File: src/rtl/char_rom_arbiter.sv
// Round-robin arbiter sharing one char glyph ROM among several line builders.
// Grant indices travel through a tag pipeline to route each ROM row back to its owner.
module char_rom_arbiter #(
  parameter int NUM_REQ     = 4,
  parameter int ROM_LATENCY = 2,
  parameter int ADDR_W      = 8,
  parameter int DATA_W      = 8
) (
  input  logic                      clock,
  input  logic                      reset_n,
  input  logic                      line_start,
  input  logic [NUM_REQ-1:0]        req,
  input  logic [NUM_REQ*ADDR_W-1:0] req_addr,
  output logic [NUM_REQ-1:0]        gnt,
  output logic [ADDR_W-1:0]         rom_addr,
  input  logic [DATA_W-1:0]         rom_q,
  output logic [NUM_REQ-1:0]        rsp_valid,
  output logic [DATA_W-1:0]         rsp_data,
  output logic                      busy
);

  localparam int IDX_W = (NUM_REQ > 1) ? $clog2(NUM_REQ) : 1;
  localparam int LAST  = ROM_LATENCY - 1;

  logic [NUM_REQ-1:0]     gnt_q, gnt_d;
  logic [IDX_W-1:0]       gnt_idx_q, gnt_idx_d;
  logic [ADDR_W-1:0]      rom_addr_q, rom_addr_d;
  logic [IDX_W-1:0]       ptr_q, ptr_d;
  logic [ROM_LATENCY-1:0] tag_vld_q, tag_vld_d;
  logic [IDX_W-1:0]       tag_idx_q [ROM_LATENCY];
  logic [IDX_W-1:0]       tag_idx_d [ROM_LATENCY];
  logic [NUM_REQ-1:0]     rsp_valid_q, rsp_valid_d;
  logic [DATA_W-1:0]      rsp_data_q, rsp_data_d;

  logic                   win_found;
  logic [IDX_W-1:0]       win_idx;
  logic [IDX_W:0]         cand;

  // Rotating search starting at ptr; one spare bit on cand absorbs the wrap.
  always_comb begin : arb_search
    win_found = 1'b0;
    win_idx   = '0;
    cand      = '0;
    for (int off = 0; off < NUM_REQ; off++) begin
      cand = {1'b0, ptr_q} + (IDX_W+1)'(off);
      if (cand >= (IDX_W+1)'(NUM_REQ)) begin
        cand = cand - (IDX_W+1)'(NUM_REQ);
      end
      if (!win_found && req[cand[IDX_W-1:0]]) begin
        win_found = 1'b1;
        win_idx   = cand[IDX_W-1:0];
      end
    end
  end

  always_comb begin : arb_next
    gnt_d      = '0;
    gnt_idx_d  = gnt_idx_q;
    rom_addr_d = rom_addr_q;
    ptr_d      = ptr_q;
    if (line_start) begin
      ptr_d = '0;
    end else if (win_found) begin
      gnt_d[win_idx] = 1'b1;
      gnt_idx_d      = win_idx;
      rom_addr_d     = req_addr[win_idx*ADDR_W +: ADDR_W];
      ptr_d          = (win_idx == IDX_W'(NUM_REQ-1)) ? '0 : win_idx + 1'b1;
    end
  end

  // Tags are loaded from the registered grant so the last stage lines up with rom_q.
  always_comb begin : tag_next
    tag_vld_d    = '0;
    tag_idx_d[0] = gnt_idx_q;
    for (int s = 1; s < ROM_LATENCY; s++) begin
      tag_idx_d[s] = tag_idx_q[s-1];
    end
    if (!line_start) begin
      tag_vld_d[0] = |gnt_q;
      for (int s = 1; s < ROM_LATENCY; s++) begin
        tag_vld_d[s] = tag_vld_q[s-1];
      end
    end
  end

  always_comb begin : rsp_next
    rsp_valid_d = '0;
    rsp_data_d  = rsp_data_q;
    if (!line_start && tag_vld_q[LAST]) begin
      rsp_valid_d[tag_idx_q[LAST]] = 1'b1;
      rsp_data_d                   = rom_q;
    end
  end

  always_ff @(posedge clock) begin : state_reg
    if (!reset_n) begin
      gnt_q       <= '0;
      gnt_idx_q   <= '0;
      rom_addr_q  <= '0;
      ptr_q       <= '0;
      tag_vld_q   <= '0;
      rsp_valid_q <= '0;
      rsp_data_q  <= '0;
      for (int s = 0; s < ROM_LATENCY; s++) begin
        tag_idx_q[s] <= '0;
      end
    end else begin
      gnt_q       <= gnt_d;
      gnt_idx_q   <= gnt_idx_d;
      rom_addr_q  <= rom_addr_d;
      ptr_q       <= ptr_d;
      tag_vld_q   <= tag_vld_d;
      rsp_valid_q <= rsp_valid_d;
      rsp_data_q  <= rsp_data_d;
      for (int s = 0; s < ROM_LATENCY; s++) begin
        tag_idx_q[s] <= tag_idx_d[s];
      end
    end
  end

  always_comb begin : outputs
    gnt       = gnt_q;
    rom_addr  = rom_addr_q;
    rsp_valid = rsp_valid_q;
    rsp_data  = rsp_data_q;
    busy      = (|tag_vld_q) | (|gnt_q);
  end

endmodule

File: config.mk
export PLATFORM = sky130hd
export DESIGN_NAME = char_rom_arbiter
export DESIGN_NICKNAME = d
export VERILOG_FILES = /design/src/rtl/char_rom_arbiter.sv
export SDC_FILE = /design/constraint.sdc
export NUM_CORES = 1
export LEC_CHECK = 0
export ABC_AREA = 0
export CAP_MARGIN = 25
export CORE_MARGIN = 2
export CORE_UTILIZATION = 44
export CTS_CLUSTER_DIAMETER = 60
export DETAILED_ROUTE_END_ITERATION = 12
export PLACE_DENSITY_LB_ADDON = 0.08
export SLEW_MARGIN = 10
export SYNTH_ARGS = -nofsm -noshare
export SYNTH_HDL_FRONTEND = slang
export SYNTH_SLANG_ARGS = --single-unit
File: constraint.sdc
create_clock -name clock -period 2.55 [get_ports clock]
set_input_delay 0.6375 -clock clock [delete_from_list [all_inputs] [get_ports clock]]
set_output_delay 0.6375 -clock clock [all_outputs]
set_load 0.005 [all_outputs]
==> reports/qor.yml, run 1 <==
syn_nets: 217
clkSlewWorstSetupHoldPaths_ns: 0.09
htree_levels: 2
core.rowCount: 21
chipWidth_um: 63.1
yosys.cell_types.count: 36
synthFlopType: "dfxtp_1"
synth_area_leaders: "dfxtp_1 44%, mux2i_1 8.5%, nand2_1 5.4%, a21oi_1 4.6%, nand3_1 4.2%"
clockRootBuffer: "clkbuf_4"
insertion_delay_ns: 0.33
power_density_nw_per_um2: 481
synth_simple_gate_area_share_pct: 21.4
worst_skew_ns: 0.0114
synth-compound-area-share_pct: 18.3
die_h_um: 63.1
final.hold.worst_slack_ns: 0.431
tritoncts: "done"
synth_adder_area_share_pct: 3.25
vias: 1521
clock.fmax_mhz: 422
initial_utilization_pct: 46.1
gp_routability_congestion: 0.826
end_kind: "primary output"
timing_worst_slew_pin_value_ns: 0.729
fraction_of_synthesized_area_in_multiplexers_pct: 8.46
layout-area-overhead-vs-synth_pct: 54.7
largest_net_degree_at_the_start_of_global_routing: 15
synthArstFlopShare_pct: 0
drc_errors: 0
timing.critical_path.arrival_ns: 1.73
post_synth_inst_count: 166
die-area_um2: 3980
postCtsResizedCells: 1
post-synth-top-count-cell: "dfxtp_1"
ys_seq_area_share_pct: 44.3
finalCritPeriodShare_pct: 93.0
outcome: "finished clean"
timing.final.max_slew_violations: 0
place_hpwl_mm: 3.18
postCtsSetupBuffers: 0
first_pass_grt_wire_length_mm: 6.51
io_pins: 72
synth_xor_xnor_area_share_pct: 0
diodes: 0
p_leak_nw: 0.915
area_of_the_core_um2: 3340
synth_top_area_share_pct: 44.3
drive_above_1_share_pct: 9.43
synth_top_family_by_area: "simple AND/OR/NAND/NOR gates"
synth.top_cells.by_count: "34 x dfxtp_1, 22 x nand2_1, 14 x a21oi_1, 13 x mux2i_1, 13 x nand3_1"
cts.sink_count: 34
synth-edff-count: 0
max_cap_viol_count: 0
antenna_found_initial: 0
first_global_vias: 1454
io_buffer_count: 71
grt_residual_overflow: 0
worst-setup-path-type: "reg -> out"
critPathMaxFanout: 2
total_negative_slack_for_setup_checks_ns: 0
finalHoldViolations: 0
drtIter0Drc: 64
global_route.usage.total_pct: 20.8
cp-start-kind: "register"
route.detailed.vias_per_inst: 5.24
cts_inserted_buffers: 5
ir_worst_vdd_mv: 0.270
report.final.setup_viol: 0
cts_hold_buffers: 0
hold_path_class: "reg -> reg"
worstPathRequired_ns: 1.91
slew_headroom_pct: 51.2
yosysWarnings: 0
syn-cell-area_um2: 1540
finalNetCount: 294
postRouteAntennaNets: 0
avgRoutedWirePerCell_um: 13.8
synth-seq-cells: 34
first_pass_iters: 4
max-clock-path-buffers: 2
synth.largest_area_cell: "dfxtp_1"
finalWirelength_mm: 3.99
rsz0062_at_grt: "false"
postSynthAreaPerCell_um2: 9.26
final.min_clock_period_ns: 2.37
[report_power, final]
group / internal (mW) / leakage (nW) / total, mW / switching (mW)
Sequential: 0.555 / 0.277 / 0.570 / 0.0153
Combinational: 0.155 / 0.603 / 0.265 / 0.110
Clock: 0.134 / 0.0353 / 0.309 / 0.175
[per-layer routing]
metal	share of wire (%)	global-route usage, %
met5	0	0
met4	1.8	6.67
met3	5.9	6.61
met2	53	38.3
met1	39	22.5
[cells in the final DEF (no fill, tap or decap), types with 3 or more instances in the layout]
cell type	n
and2_1	4
o221ai_1	5
a211o_1	3
nor2_1	4
clkdlybuf4s50_1	70
dfxtp_1	34
mux2i_1	13
buf_4	7
o21ai_0	6
a21oi_1	14
clkbuf_4	5
nand2b_1	3
nand3_1	13
ha_1	4
nand2_1	22
inv_1	4
and3_1	6
[logic make-up after synthesis]
group | Yosys count
muxes | 13
DFF | 34
adders and majority gates | 4
AOI/OAI and AO/OA | 38
and+or+nand+nor | 63
buffers and inverters | 14
[critical path, stage by stage, from the launching register on]
cell and delay [ns]:
dfxtp_1 0.32, or4_1 0.52, or3_1 0.31, dlygate4sd2_1 0.27
[final timing paths]
kind,startpoint,end,slack (ns),cells after the start
hold / removal,tag_vld_q[0],tag_vld_q[1],0.43,2
setup / recovery,gnt[1],busy,0.18,3
setup reg to reg,ptr_q[1],rom_addr[5],0.70,6
hold reg to reg,tag_vld_q[0],tag_vld_q[1],0.43,2
[stage by stage]
step	cells	instance area (um^2)	worst slack [ns]	util, %	power, mW
after CTS	290	2380	0.147	71.3	1.15
after global placement	282	2320	0.113	69.5	0.842
after detailed placement	282	2320	0.0580	69.5	0.848
after floorplan	166	1540	0.655	-	0.702
after global routing	290	2380	0.0688	71.3	1.20
final	290	2380	0.178	71.3	1.14
[flip-flops by register name, summed over array words and instances, names as in the netlist]
name       flops
rom_addr       8
ptr_q          2
rsp_data       8
gnt            4
tag_idx_q      4
rsp_valid      4
gnt_idx_q      2
tag_vld_q      2
[area by class of cell]
cell class | count | area [um^2]
clock inverter | 1 | 5.00
sequential | 34 | 681
multi-input combinational | 118 | 791
fill | 272 | 958
inverter | 6 | 27.5
clock buffer | 7 | 55.1
tap | 46 | 57.6
timing repair buffer | 78 | 762
Power figures use the tool's default switching activity.
==> run 2: changes to the inputs <==
--- a/config.mk
+++ b/config.mk
@@ -12,7 +12,7 @@
 export CTS_CLUSTER_DIAMETER = 60
 export DETAILED_ROUTE_END_ITERATION = 12
 export PLACE_DENSITY_LB_ADDON = 0.08
-export SLEW_MARGIN = 10
+export SLEW_MARGIN = 20
 export SYNTH_ARGS = -nofsm -noshare
 export SYNTH_HDL_FRONTEND = slang
 export SYNTH_SLANG_ARGS = --single-unit
==> results of run 2 <==
Final layout, timing and power as in run 1 (identical DEF).
==> run 3: changes to the inputs <==
--- a/config.mk
+++ b/config.mk
@@ -6,9 +6,11 @@
 export NUM_CORES = 1
 export LEC_CHECK = 0
 export ABC_AREA = 0
-export CAP_MARGIN = 25
+export CAP_MARGIN = 10
+export CELL_PAD_IN_SITES_DETAIL_PLACEMENT = 1
+export CELL_PAD_IN_SITES_GLOBAL_PLACEMENT = 1
 export CORE_MARGIN = 2
-export CORE_UTILIZATION = 44
+export CORE_UTILIZATION = 31
 export CTS_CLUSTER_DIAMETER = 60
 export DETAILED_ROUTE_END_ITERATION = 12
 export PLACE_DENSITY_LB_ADDON = 0.08
==> run 3 against run 2 <==
Final area up 2.7%. Routed wire length up 16%. Critical endpoint unchanged. Via count increased by 1.1%. Largest cell class unchanged. Sequential cell count stayed put.
==> reports/qor.yml, run 3 (synthesis results as in run 1) <==
diodes: 0  # unchanged
cts_inserted_buffers: 5  # unchanged
area_of_the_core_um2: 4750  # +42%
mostFrequentLayoutCells: "70 x clkdlybuf4s50_1, 34 x dfxtp_1, 22 x nand2_1"
clkSlewWorstSetupHoldPaths_ns: 0.07  # -0.02 ns
timing.final.max_slew_violations: 0  # unchanged
postCtsSetupBuffers: 0  # unchanged
final.min_clock_period_ns: 2.35  # -0.0168 ns
first_pass_iters: 4  # unchanged
hold_path_class: "reg -> reg"
stdcell_count: 312  # +7.6%
io_buffer_count: 71  # unchanged
gp_routability_congestion: 0.800  # -3.2%
cell_area_after_placement_um2: 2350  # +1.5%
first_pass_grt_wire_length_mm: 7.16  # +10%
io_pins: 72  # unchanged
total_power_mw: 1.26  # +9.8%
critPathMaxFanout: 2  # unchanged
clockRootBuffer: "clkbuf_8"
largest_net_degree_at_the_start_of_global_routing: 25  # +10
final_util_pct: 51.4  # -20 points
chipWidth_um: 74.4  # +18%
initial_utilization_pct: 32.3  # -14 points
power_density_nw_per_um2: 514  # +6.8%
final_cell_area_um2: 2440  # +2.7%
end_kind: "primary output"
finalWirelength_mm: 4.63  # +16%
worst_skew_ns: 0.00225  # -0.00917 ns
p_leak_nw: 0.932  # +1.9%
layout-area-overhead-vs-synth_pct: 58.9
finalCritPeriodShare_pct: 92.3  # -0.66 points
worst-setup-path-type: "reg -> out"
tritoncts: "done"
clock.fmax_mhz: 425  # +0.71%
fillers: 556  # +100%
first_global_vias: 1628  # +12%
finalHoldViolations: 0  # unchanged
max-clock-path-buffers: 2  # unchanged
timing.critical_path.arrival_ns: 1.72  # about the same
vias: 1537  # +1.1%
avgRoutedWirePerCell_um: 14.9  # +8.0%
ir_worst_vdd_mv: 0.216  # -20%
die_h_um: 74.4  # +18%
htree_levels: 2  # unchanged
slew_headroom_pct: 48.5  # -2.8 points
antenna_found_initial: 0  # unchanged
critical-path-max-stage-delay_ns: 0.53  # about the same
timing_worst_slew_pin_value_ns: 0.770  # +0.0415 ns
final.hold.worst_slack_ns: 0.444  # +0.0137 ns
drtIter0Drc: 16  # -75%
drc_errors: 0  # unchanged
bufs_and_invs_on_worst_path: 1  # unchanged
place_inst: 304  # +7.8%
max_cap_viol_count: 0  # unchanged
global_route.usage.total_pct: 17.1  # -3.7 points
report.final.setup_viol: 0  # unchanged
route.detailed.vias_per_inst: 4.93  # -6.1%
die-area_um2: 5540  # +39%
leading_cell_type_in_the_layout_fill_and_taps_excluded: "clkdlybuf4s50_1"
grt_residual_overflow: 0  # unchanged
insertion_delay_ns: 0.29  # -0.04 ns
cp-start-kind: "register"
drive_above_1_share_pct: 9.80  # +0.37 points
core.rowCount: 25  # +19%
crit_path_cell_trace: "or4_1 > or3_1 > dlygate4sd2_1"
worstPathRequired_ns: 1.91  # about the same
finalNetCount: 295  # +0.34%
cts.sink_count: 34  # unchanged
cp_top_family: "simple AND/OR/NAND/NOR gates"
rsz0062_at_grt: "false"
postRouteAntennaNets: 0  # unchanged
place_hpwl_mm: 3.72  # +17%
crit_path_top_delay_cell: "or4_1"
outcome: "finished clean"
==> run 3: cell count changes in the layout (fill, tap and decap cells not counted), sizes merged <==
cell	change
buf	+1
==> run 3: path summary, 6_finish.rpt <==
check	cells after the start	slack [ns]	end	from
max	3	0.20	busy	gnt[1]
min	2	0.44	tag_vld_q[1]	tag_vld_q[0]
max reg2reg	6	0.56	rom_addr[3]	ptr_q[1]
min reg2reg	2	0.44	tag_vld_q[1]	tag_vld_q[0]
==> run 3: where the power goes <==
group	switching, mW	internal [mW]	leakage [nW]
clock	0.194	0.218	0.0482
combinational	0.117	0.156	0.608
sequential	0.0149	0.555	0.277
==> run 3: metrics by stage <==
stage / setup TNS, ns / setup slack [ns]
after floorplan: 0 / 0.655
after global placement: 0 / 0.0771
after detailed placement: -0.0840 / -0.0561
after CTS: 0 / 0.171
after global routing: 0 / 0.0718
final: 0 / 0.195
==> run 3: layer usage <==
metal  vias up  part of all wire [%]  global-route usage, %
li1        751                     -                      -
met1       727                    38                   16.8
met2        47                    55                   33.7
met3        12                   4.6                   3.39
met4         0                   2.4                   8.13
met5         -                     0                      0
==> run 3: layout make-up <==
type	instances	area (um^2)	share of cell area, %
Multi-Input combinational cell	118	791	32.4
Timing Repair Buffer	79	769	31.5
Sequential cell	34	681	27.9
Clock buffer	7	86.3	3.53
Tap cell	67	83.8	3.43
Inverter	6	27.5	1.13
Clock inverter	1	5.00	0.205
==> run 3: timing repair <==
action                                  in CTS  in global routing
gates resized for setup                      1                  0
endpoints found under the setup margin       1                  0
hold buffers                                 0                  0
==> run 3: worst register-to-register path, stage by stage, from the launching register on <==
cell	delay, ns
dfxtp_1	0.46
mux2i_1	0.32
o22ai_2	0.18
nor2_4	0.23
inv_6	0.10
a2111oi_2	0.45
a311oi_1	0.10
